--- src/rtl/pipe_ctrl_if.sv ---
// Hazard/status inputs from the datapath and stage-control outputs of the pipeline sequencer.
// slave = sequencer side, master = datapath side.
interface pipe_ctrl_if #(
    parameter int CNT_W = 16
);
    logic [4:0]       id_rs1;
    logic [4:0]       id_rs2;
    logic             id_use_rs2;
    logic             ex_valid;
    logic             ex_is_load;
    logic [4:0]       ex_rd;
    logic             br_taken;
    logic             mem_req;
    logic             mem_ready;
    logic             halt_req;

    logic             if_en;
    logic             id_en;
    logic             ex_en;
    logic             mem_en;
    logic             wb_en;
    logic             id_flush;
    logic             ex_bubble;
    logic             pc_redirect;
    logic             halted;
    logic             mem_err;
    logic [CNT_W-1:0] stall_cnt;

    modport slave (
        input  id_rs1, id_rs2, id_use_rs2, ex_valid, ex_is_load, ex_rd,
               br_taken, mem_req, mem_ready, halt_req,
        output if_en, id_en, ex_en, mem_en, wb_en, id_flush, ex_bubble,
               pc_redirect, halted, mem_err, stall_cnt
    );

    modport master (
        output id_rs1, id_rs2, id_use_rs2, ex_valid, ex_is_load, ex_rd,
               br_taken, mem_req, mem_ready, halt_req,
        input  if_en, id_en, ex_en, mem_en, wb_en, id_flush, ex_bubble,
               pc_redirect, halted, mem_err, stall_cnt
    );
endinterface

--- src/rtl/pipe_ctrl.sv ---
// Pipeline sequencer for the 5-stage core: stage enables, load-use stall, branch flush, memory wait/timeout, debug drain/halt.
// Latency: enables are combinational from state + inputs; state changes on the next rising edge.
// Backpressure: mem_req & !mem_ready freezes every stage; timeout after MEM_TIMEOUT wait cycles is sticky until reset.
module pipe_ctrl #(
    parameter int MEM_TIMEOUT = 15,
    parameter int DRAIN_CYC   = 3,
    parameter int CNT_W       = 16
) (
    input  logic      clk,
    input  logic      rst,
    pipe_ctrl_if.slave bus
);
    localparam int DW = (DRAIN_CYC > 1) ? $clog2(DRAIN_CYC) : 1;

    typedef enum logic [2:0] {
        S_IDLE,
        S_RUN,
        S_MWAIT,
        S_DRAIN,
        S_HALTED,
        S_ERROR
    } state_t;

    state_t           state_q, state_d;
    logic [7:0]       wait_q, wait_d;
    logic [DW-1:0]    drain_q, drain_d;
    logic [CNT_W-1:0] stall_q;

    logic mem_stall;
    logic load_use;
    logic stall_inc;

    assign mem_stall = bus.mem_req & ~bus.mem_ready;

    // x0 is hardwired zero, so a load targeting it never creates a dependency.
    assign load_use = bus.ex_valid & bus.ex_is_load & (bus.ex_rd != 5'd0) &
                      ((bus.ex_rd == bus.id_rs1) |
                       (bus.id_use_rs2 & (bus.ex_rd == bus.id_rs2)));

    always_ff @(posedge clk or negedge rst) begin
        if (!rst) begin
            state_q <= S_IDLE;
            wait_q  <= 8'd0;
            drain_q <= '0;
        end else begin
            state_q <= state_d;
            wait_q  <= wait_d;
            drain_q <= drain_d;
        end
    end

    always_comb begin
        state_d         = state_q;
        wait_d          = wait_q;
        drain_d         = drain_q;
        bus.if_en       = 1'b0;
        bus.id_en       = 1'b0;
        bus.ex_en       = 1'b0;
        bus.mem_en      = 1'b0;
        bus.wb_en       = 1'b0;
        bus.id_flush    = 1'b0;
        bus.ex_bubble   = 1'b0;
        bus.pc_redirect = 1'b0;
        bus.halted      = 1'b0;
        bus.mem_err     = 1'b0;

        case (state_q)
            S_IDLE: begin
                state_d = S_RUN;
            end

            S_RUN: begin
                if (mem_stall) begin
                    state_d = S_MWAIT;
                    wait_d  = 8'd1;
                end else if (bus.br_taken) begin
                    // Redirect squashes both younger slots (IF->ID and ID->EX).
                    bus.if_en       = 1'b1;
                    bus.id_en       = 1'b1;
                    bus.ex_en       = 1'b1;
                    bus.mem_en      = 1'b1;
                    bus.wb_en       = 1'b1;
                    bus.pc_redirect = 1'b1;
                    bus.id_flush    = 1'b1;
                    bus.ex_bubble   = 1'b1;
                end else if (load_use) begin
                    bus.ex_en     = 1'b1;
                    bus.mem_en    = 1'b1;
                    bus.wb_en     = 1'b1;
                    bus.ex_bubble = 1'b1;
                end else if (bus.halt_req) begin
                    bus.id_en    = 1'b1;
                    bus.ex_en    = 1'b1;
                    bus.mem_en   = 1'b1;
                    bus.wb_en    = 1'b1;
                    bus.id_flush = 1'b1;
                    state_d      = S_DRAIN;
                    drain_d      = DW'(DRAIN_CYC - 1);
                end else begin
                    bus.if_en  = 1'b1;
                    bus.id_en  = 1'b1;
                    bus.ex_en  = 1'b1;
                    bus.mem_en = 1'b1;
                    bus.wb_en  = 1'b1;
                end
            end

            S_MWAIT: begin
                if (bus.mem_ready) begin
                    bus.if_en  = 1'b1;
                    bus.id_en  = 1'b1;
                    bus.ex_en  = 1'b1;
                    bus.mem_en = 1'b1;
                    bus.wb_en  = 1'b1;
                    state_d    = S_RUN;
                    wait_d     = 8'd0;
                end else if (wait_q == 8'(MEM_TIMEOUT)) begin
                    state_d = S_ERROR;
                end else begin
                    wait_d = wait_q + 8'd1;
                end
            end

            S_DRAIN: begin
                // A stalled memory access freezes the drain; the countdown resumes afterwards.
                if (!mem_stall) begin
                    bus.id_flush = 1'b1;
                    bus.ex_en    = 1'b1;
                    bus.mem_en   = 1'b1;
                    bus.wb_en    = 1'b1;
                    if (drain_q == '0) begin
                        state_d = S_HALTED;
                    end else begin
                        drain_d = drain_q - DW'(1);
                    end
                end
            end

            S_HALTED: begin
                bus.halted = 1'b1;
                if (!bus.halt_req) begin
                    state_d = S_RUN;
                end
            end

            S_ERROR: begin
                bus.mem_err = 1'b1;
            end

            default: begin
                state_d = S_IDLE;
            end
        endcase
    end

    assign stall_inc = ((state_q == S_RUN) || (state_q == S_MWAIT)) && !bus.if_en;

    always_ff @(posedge clk or negedge rst) begin
        if (!rst) begin
            stall_q <= '0;
        end else if (stall_inc && (stall_q != {CNT_W{1'b1}})) begin
            stall_q <= stall_q + CNT_W'(1);
        end
    end

    assign bus.stall_cnt = stall_q;
endmodule
--- src/flat_wrapper.sv ---
// flat-port wrapper written by rule: the top's interface ports become plain ports
module pipe_ctrl_flat 
#(
    parameter int MEM_TIMEOUT = 15,
    parameter int DRAIN_CYC   = 3,
    parameter int CNT_W       = 16
)
  (clk, rst, bus_id_rs1, bus_id_rs2, bus_id_use_rs2, bus_ex_valid, bus_ex_is_load, bus_ex_rd, bus_br_taken, bus_mem_req, bus_mem_ready, bus_halt_req, bus_if_en, bus_id_en, bus_ex_en, bus_mem_en, bus_wb_en, bus_id_flush, bus_ex_bubble, bus_pc_redirect, bus_halted, bus_mem_err, bus_stall_cnt);
  pipe_ctrl_if #(.CNT_W(CNT_W)) bus_i ();
  input  logic clk;
  input  logic rst;
  input wire logic [$bits(bus_i.id_rs1)-1:0] bus_id_rs1;
  input wire logic [$bits(bus_i.id_rs2)-1:0] bus_id_rs2;
  input wire logic [$bits(bus_i.id_use_rs2)-1:0] bus_id_use_rs2;
  input wire logic [$bits(bus_i.ex_valid)-1:0] bus_ex_valid;
  input wire logic [$bits(bus_i.ex_is_load)-1:0] bus_ex_is_load;
  input wire logic [$bits(bus_i.ex_rd)-1:0] bus_ex_rd;
  input wire logic [$bits(bus_i.br_taken)-1:0] bus_br_taken;
  input wire logic [$bits(bus_i.mem_req)-1:0] bus_mem_req;
  input wire logic [$bits(bus_i.mem_ready)-1:0] bus_mem_ready;
  input wire logic [$bits(bus_i.halt_req)-1:0] bus_halt_req;
  output wire logic [$bits(bus_i.if_en)-1:0] bus_if_en;
  output wire logic [$bits(bus_i.id_en)-1:0] bus_id_en;
  output wire logic [$bits(bus_i.ex_en)-1:0] bus_ex_en;
  output wire logic [$bits(bus_i.mem_en)-1:0] bus_mem_en;
  output wire logic [$bits(bus_i.wb_en)-1:0] bus_wb_en;
  output wire logic [$bits(bus_i.id_flush)-1:0] bus_id_flush;
  output wire logic [$bits(bus_i.ex_bubble)-1:0] bus_ex_bubble;
  output wire logic [$bits(bus_i.pc_redirect)-1:0] bus_pc_redirect;
  output wire logic [$bits(bus_i.halted)-1:0] bus_halted;
  output wire logic [$bits(bus_i.mem_err)-1:0] bus_mem_err;
  output wire logic [$bits(bus_i.stall_cnt)-1:0] bus_stall_cnt;
  assign bus_i.id_rs1 = bus_id_rs1;
  assign bus_i.id_rs2 = bus_id_rs2;
  assign bus_i.id_use_rs2 = bus_id_use_rs2;
  assign bus_i.ex_valid = bus_ex_valid;
  assign bus_i.ex_is_load = bus_ex_is_load;
  assign bus_i.ex_rd = bus_ex_rd;
  assign bus_i.br_taken = bus_br_taken;
  assign bus_i.mem_req = bus_mem_req;
  assign bus_i.mem_ready = bus_mem_ready;
  assign bus_i.halt_req = bus_halt_req;
  assign bus_if_en = bus_i.if_en;
  assign bus_id_en = bus_i.id_en;
  assign bus_ex_en = bus_i.ex_en;
  assign bus_mem_en = bus_i.mem_en;
  assign bus_wb_en = bus_i.wb_en;
  assign bus_id_flush = bus_i.id_flush;
  assign bus_ex_bubble = bus_i.ex_bubble;
  assign bus_pc_redirect = bus_i.pc_redirect;
  assign bus_halted = bus_i.halted;
  assign bus_mem_err = bus_i.mem_err;
  assign bus_stall_cnt = bus_i.stall_cnt;
  pipe_ctrl #(.MEM_TIMEOUT(MEM_TIMEOUT), .DRAIN_CYC(DRAIN_CYC), .CNT_W(CNT_W)) u_core (.clk(clk), .rst(rst), .bus(bus_i));
endmodule
--- config.mk ---
export PLATFORM = sky130hd
export DESIGN_NAME = pipe_ctrl_flat
export DESIGN_NICKNAME = d
export VERILOG_FILES = /design/src/rtl/pipe_ctrl_if.sv /design/src/rtl/pipe_ctrl.sv /design/src/flat_wrapper.sv
export SDC_FILE = /design/constraint.sdc
export NUM_CORES = 1
export LEC_CHECK = 0
export CORE_AREA = 2 2 67 69
export CTS_CLUSTER_DIAMETER = 60
export DETAILED_ROUTE_END_ITERATION = 10
export DIE_AREA = 0 0 69 71
export GPL_ROUTABILITY_DRIVEN = 0
export PLACE_DENSITY = 0.81
export SETUP_SLACK_MARGIN = 0.1
export SLEW_MARGIN = 20
export SYNTH_ARGS = -nofsm -noshare
export SYNTH_HDL_FRONTEND = slang
export SYNTH_SLANG_ARGS = --single-unit
--- constraint.sdc ---
create_clock -name clk -period 7.47 [get_ports clk]
set_input_delay 2.241 -clock clk [delete_from_list [all_inputs] [get_ports clk]]
set_output_delay 2.241 -clock clk [all_outputs]
set_load 0.05 [all_outputs]
==> flow_summary.json <==
{
  "outcome": "complete, no violations",
  "post-synth-top-area-fraction_pct": 39.2,
  "regToRegEndpoint": "u_core.bus.stall_cnt[1]$_DFFE_PN0P_",
  "synthDominantAreaCellType": "dfrtp_1",
  "tightest_pin_transition_ns": 0.601,
  "worstPathArrival_ns": 4.75,
  "syn-instance-count": 198,
  "power.leakage_nw": 1.04,
  "rows": 24,
  "maximum_number_of_pins_on_one_net_before_global_route_repair": 30,
  "cts_max_path_buffers": 2,
  "portBuffers": 49,
  "critical-path-slowest-cell": "clkdlybuf4s50_1",
  "final_max_slew_viol_count": 0,
  "intPower_uw": 465,
  "critPathRequiredTime_ns": 5.23,
  "max_cap_viol_count": 0,
  "route.vias.total": 1624,
  "worst_supply_voltage_drop_on_vdd_v": 0.000300,
  "holdCritPathClass": "flip-flop to flip-flop",
  "post_synth_main_area_contributors": "dfrtp_1 (39%), xor2_1 (8.5%), xnor2_1 (5.7%), nor2_1 (4.3%), nand2_1 (3.6%)",
  "pre_cts_ws_ns": 0.478,
  "die_width_um": 69,
  "ff2ff_setup_slack_ns": 5.05,
  "post-route-period-util_pct": 93.6,
  "synth_enable_flop_cells": 0,
  "synth.avg_cell_area_um2": 9.36,
  "p_per_area_mw_per_mm2": 373,
  "worst_skew_pair.late_latency_ns": 0.28,
  "critPathMostFrequentCell": "clkdlybuf4s50_1",
  "yosysMostFrequentCell": "dfrtp_1",
  "synth_cell_type_count": 48,
  "hold_viol_final": 0,
  "seq_area_frac_synth_pct": 39.2,
  "worst_slew_margin_rel_pct": 59.9,
  "cpPeakStageDelay_ns": 0.86,
  "grtUsageTotal_pct": 18.5,
  "synth-warning-count": 0,
  "floorplan.io_pins": 50,
  "power.combinational.fraction_pct": 56.6,
  "startpoint_class": "input pin",
  "cts-resized-gates": 0,
  "setup_slack_ns": 0.475,
  "clock_skew_after_layout_ns": 0.00375,
  "power.sequential.fraction_pct": 29.8,
  "power.net_switching_uw": 453,
  "p_clk_share_pct": 13.5,
  "kind_of_critical_path": "input pin to output port",
  "globalRouteOverflowTotal": 0,
  "cts_hold_repair.buffers": 0,
  "route.antenna.remaining_nets": 0,
  "syn2layout_area_growth_pct": 32.7,
  "antenna_found_initial": 0,
  "hold_path.startpoint": "u_core.drain_q[1]$_DFFE_PN0P_",
  "antenna_cells_inserted": 0,
  "synthFlopType": "dfrtp_1",
  "postSynthNetCount": 225,
  "layout-drive-gt1-share_pct": 6.00,
  "finalWorstPathRequiredPeriod_ns": 7.00,
  "netlist_area_mm2": 0.00185,
  "route.detailed.drc": 0,
  "detail_route.first_pass.iterations": 4,
  "fin_nets": 276,
  "ctsHtreeMaxLevel": 2,
  "setup_viol": 0,
  "cts_tree": "yes",
  "place.detailed.hpwl_mm": 3.04,
  "postRouteWirelength_mm": 4.08,
  "start_util_pct": 44.1,
  "unrepaired_setup_endpoints_after_global_routing": "false",
  "finalSetupTns_ns": 0,
  "tritoncts_num_sinks": 29,
  "cts.reportedPaths.clkPinSlew_ns": 0.06,
  "ys_async_sr_fraction_pct": 100,
  "floorplan.die_area_mm2": 0.00490,
  "worst-path-max-fanout": 3,
  "core_area_mm2": 0.00420,
  "chipHeight_um": 71,
  "cell_types_with_the_highest_counts_after_synthesis": "dfrtp_1 (29), nor2_1 (21), nand2_1 (18), xor2_1 (18), xnor2_1 (12)",
  "fmax_ghz": 0.143,
  "numCtsBuffers": 5,
  "drtIter0Drc": 91,
  "worstReg2RegStart": "u_core.state_q[1]$_DFFE_PN0P_",
  "cts_root_buf": "clkbuf_8",
  "grt_pass1_wl_mm": 7.40,
  "sw_frac_of_total_pct": 49.3,
  "timing.hold.worst_path_depth": 1,
  "postSynthRegisterBits": 29,
  "worstHoldEndpoint": "u_core.drain_q[1]$_DFFE_PN0P_",
  "avgViaCountPerCell": 5.38,
  "post-cts-setup-buffer-count": 0,
  "totalPowerFinal_uw": 918,
  "crit_path_end_kind": "output port",
  "timing.critical_path.cells": "clkdlybuf4s50_1 > or3_1 > o311a_1 > and2_1 > o31ai_1 > clkdlybuf4s50_1",
  "vias_in_the_first_global_route": 1624,
  "timing.reg2reg.worst_path_depth": 7,
  "wire_per_inst_um": 13.5
}
[cell families (layout without fill, tap and decap cells)]
family / Yosys count / in the layout / synth area share, %
AO/OA/AOI/OAI: 32 / 32 / 13.8
XOR/XNOR: 30 / 30 / 14.2
adder cells (fa/ha/maj): 3 / 3 / 2.03
buffers and inverters: 12 / 64 / 3.31
flip-flops: 29 / 29 / 39.2
multiplexers: 3 / 3 / 2.03
AND/OR/NAND/NOR: 89 / 89 / 25.5
[sequential cells by signal, indices dropped and copies added (netlist names)]
name and count:
u_core.bus.stall_cnt 16, u_core.drain_q 2, u_core.state_q 3, u_core.wait_q 8
[worst max path at each step]
stage	slack (ns)	cells past startpoint	endpoint	startpoint
floorplan	0.89	4	bus_id_en	bus_ex_rd[1]
global placement	0.54	6	bus_id_en	bus_ex_rd[1]
detailed placement	0.48	6	bus_id_en	bus_ex_rd[1]
CTS	0.48	6	bus_id_en	bus_ex_rd[1]
global route	0.42	6	bus_id_en	bus_ex_rd[1]
finish	0.47	6	bus_id_en	bus_ex_rd[1]
[cell type report]
class | count | area [um^2]
timing repair buffer | 51 | 503
multi-input combinational | 157 | 1070
sequential | 29 | 726
tap | 52 | 65.1
inverter | 5 | 18.8
fill | 370 | 1750
clock buffer | 8 | 80.1
[power by group through the flow]
stage	Combinational, mW	Sequential, mW	Clock, mW
floorplan	0.302	0.344	0
global placement	0.515	0.275	0
detailed placement	0.520	0.275	0
CTS	0.523	0.274	0.127
global route	0.555	0.284	0.136
finish	0.520	0.274	0.124
[critical path, delay by kind of cell]
family / cells / cell delay [ns]
simple gates: 2 / 0.60
buf+inv: 2 / 1.33
compound gates: 2 / 0.58
[stage by stage]
stage	utilization [%]	cells	instance area, um^2	hold WS [ns]
floorplan	-	198	1850	0.468
global route	58.5	302	2460	0.525
finish	58.5	302	2460	0.506
global placement	56.6	294	2380	0.486
CTS	58.5	302	2460	0.505
detailed placement	56.6	294	2380	0.488
[layer usage]
metal	GRT usage (%)	vias to the layer above	wire length (um)
met3	5.13	3	221
met4	5.88	0	26
met2	30.6	42	1950
met1	23.7	766	1880
li1	-	813	-
met5	0	-	0
[layout by cell type, fill, tap and decap left out, types with 4 or more instances in the layout]
cell,Yosys,layout
dfrtp_1,29,29
xor2_1,18,18
clkdlybuf4s50_1,0,48
nor2b_1,4,4
nor2_1,21,21
nand4_1,6,6
clkbuf_8,0,5
nor4_1,4,4
and3_1,4,4
nand2_1,18,18
o21ai_0,7,7
nand3_1,7,7
inv_1,5,5
nor3_1,6,6
xnor2_1,12,12
Power figures use the tool's default switching activity.
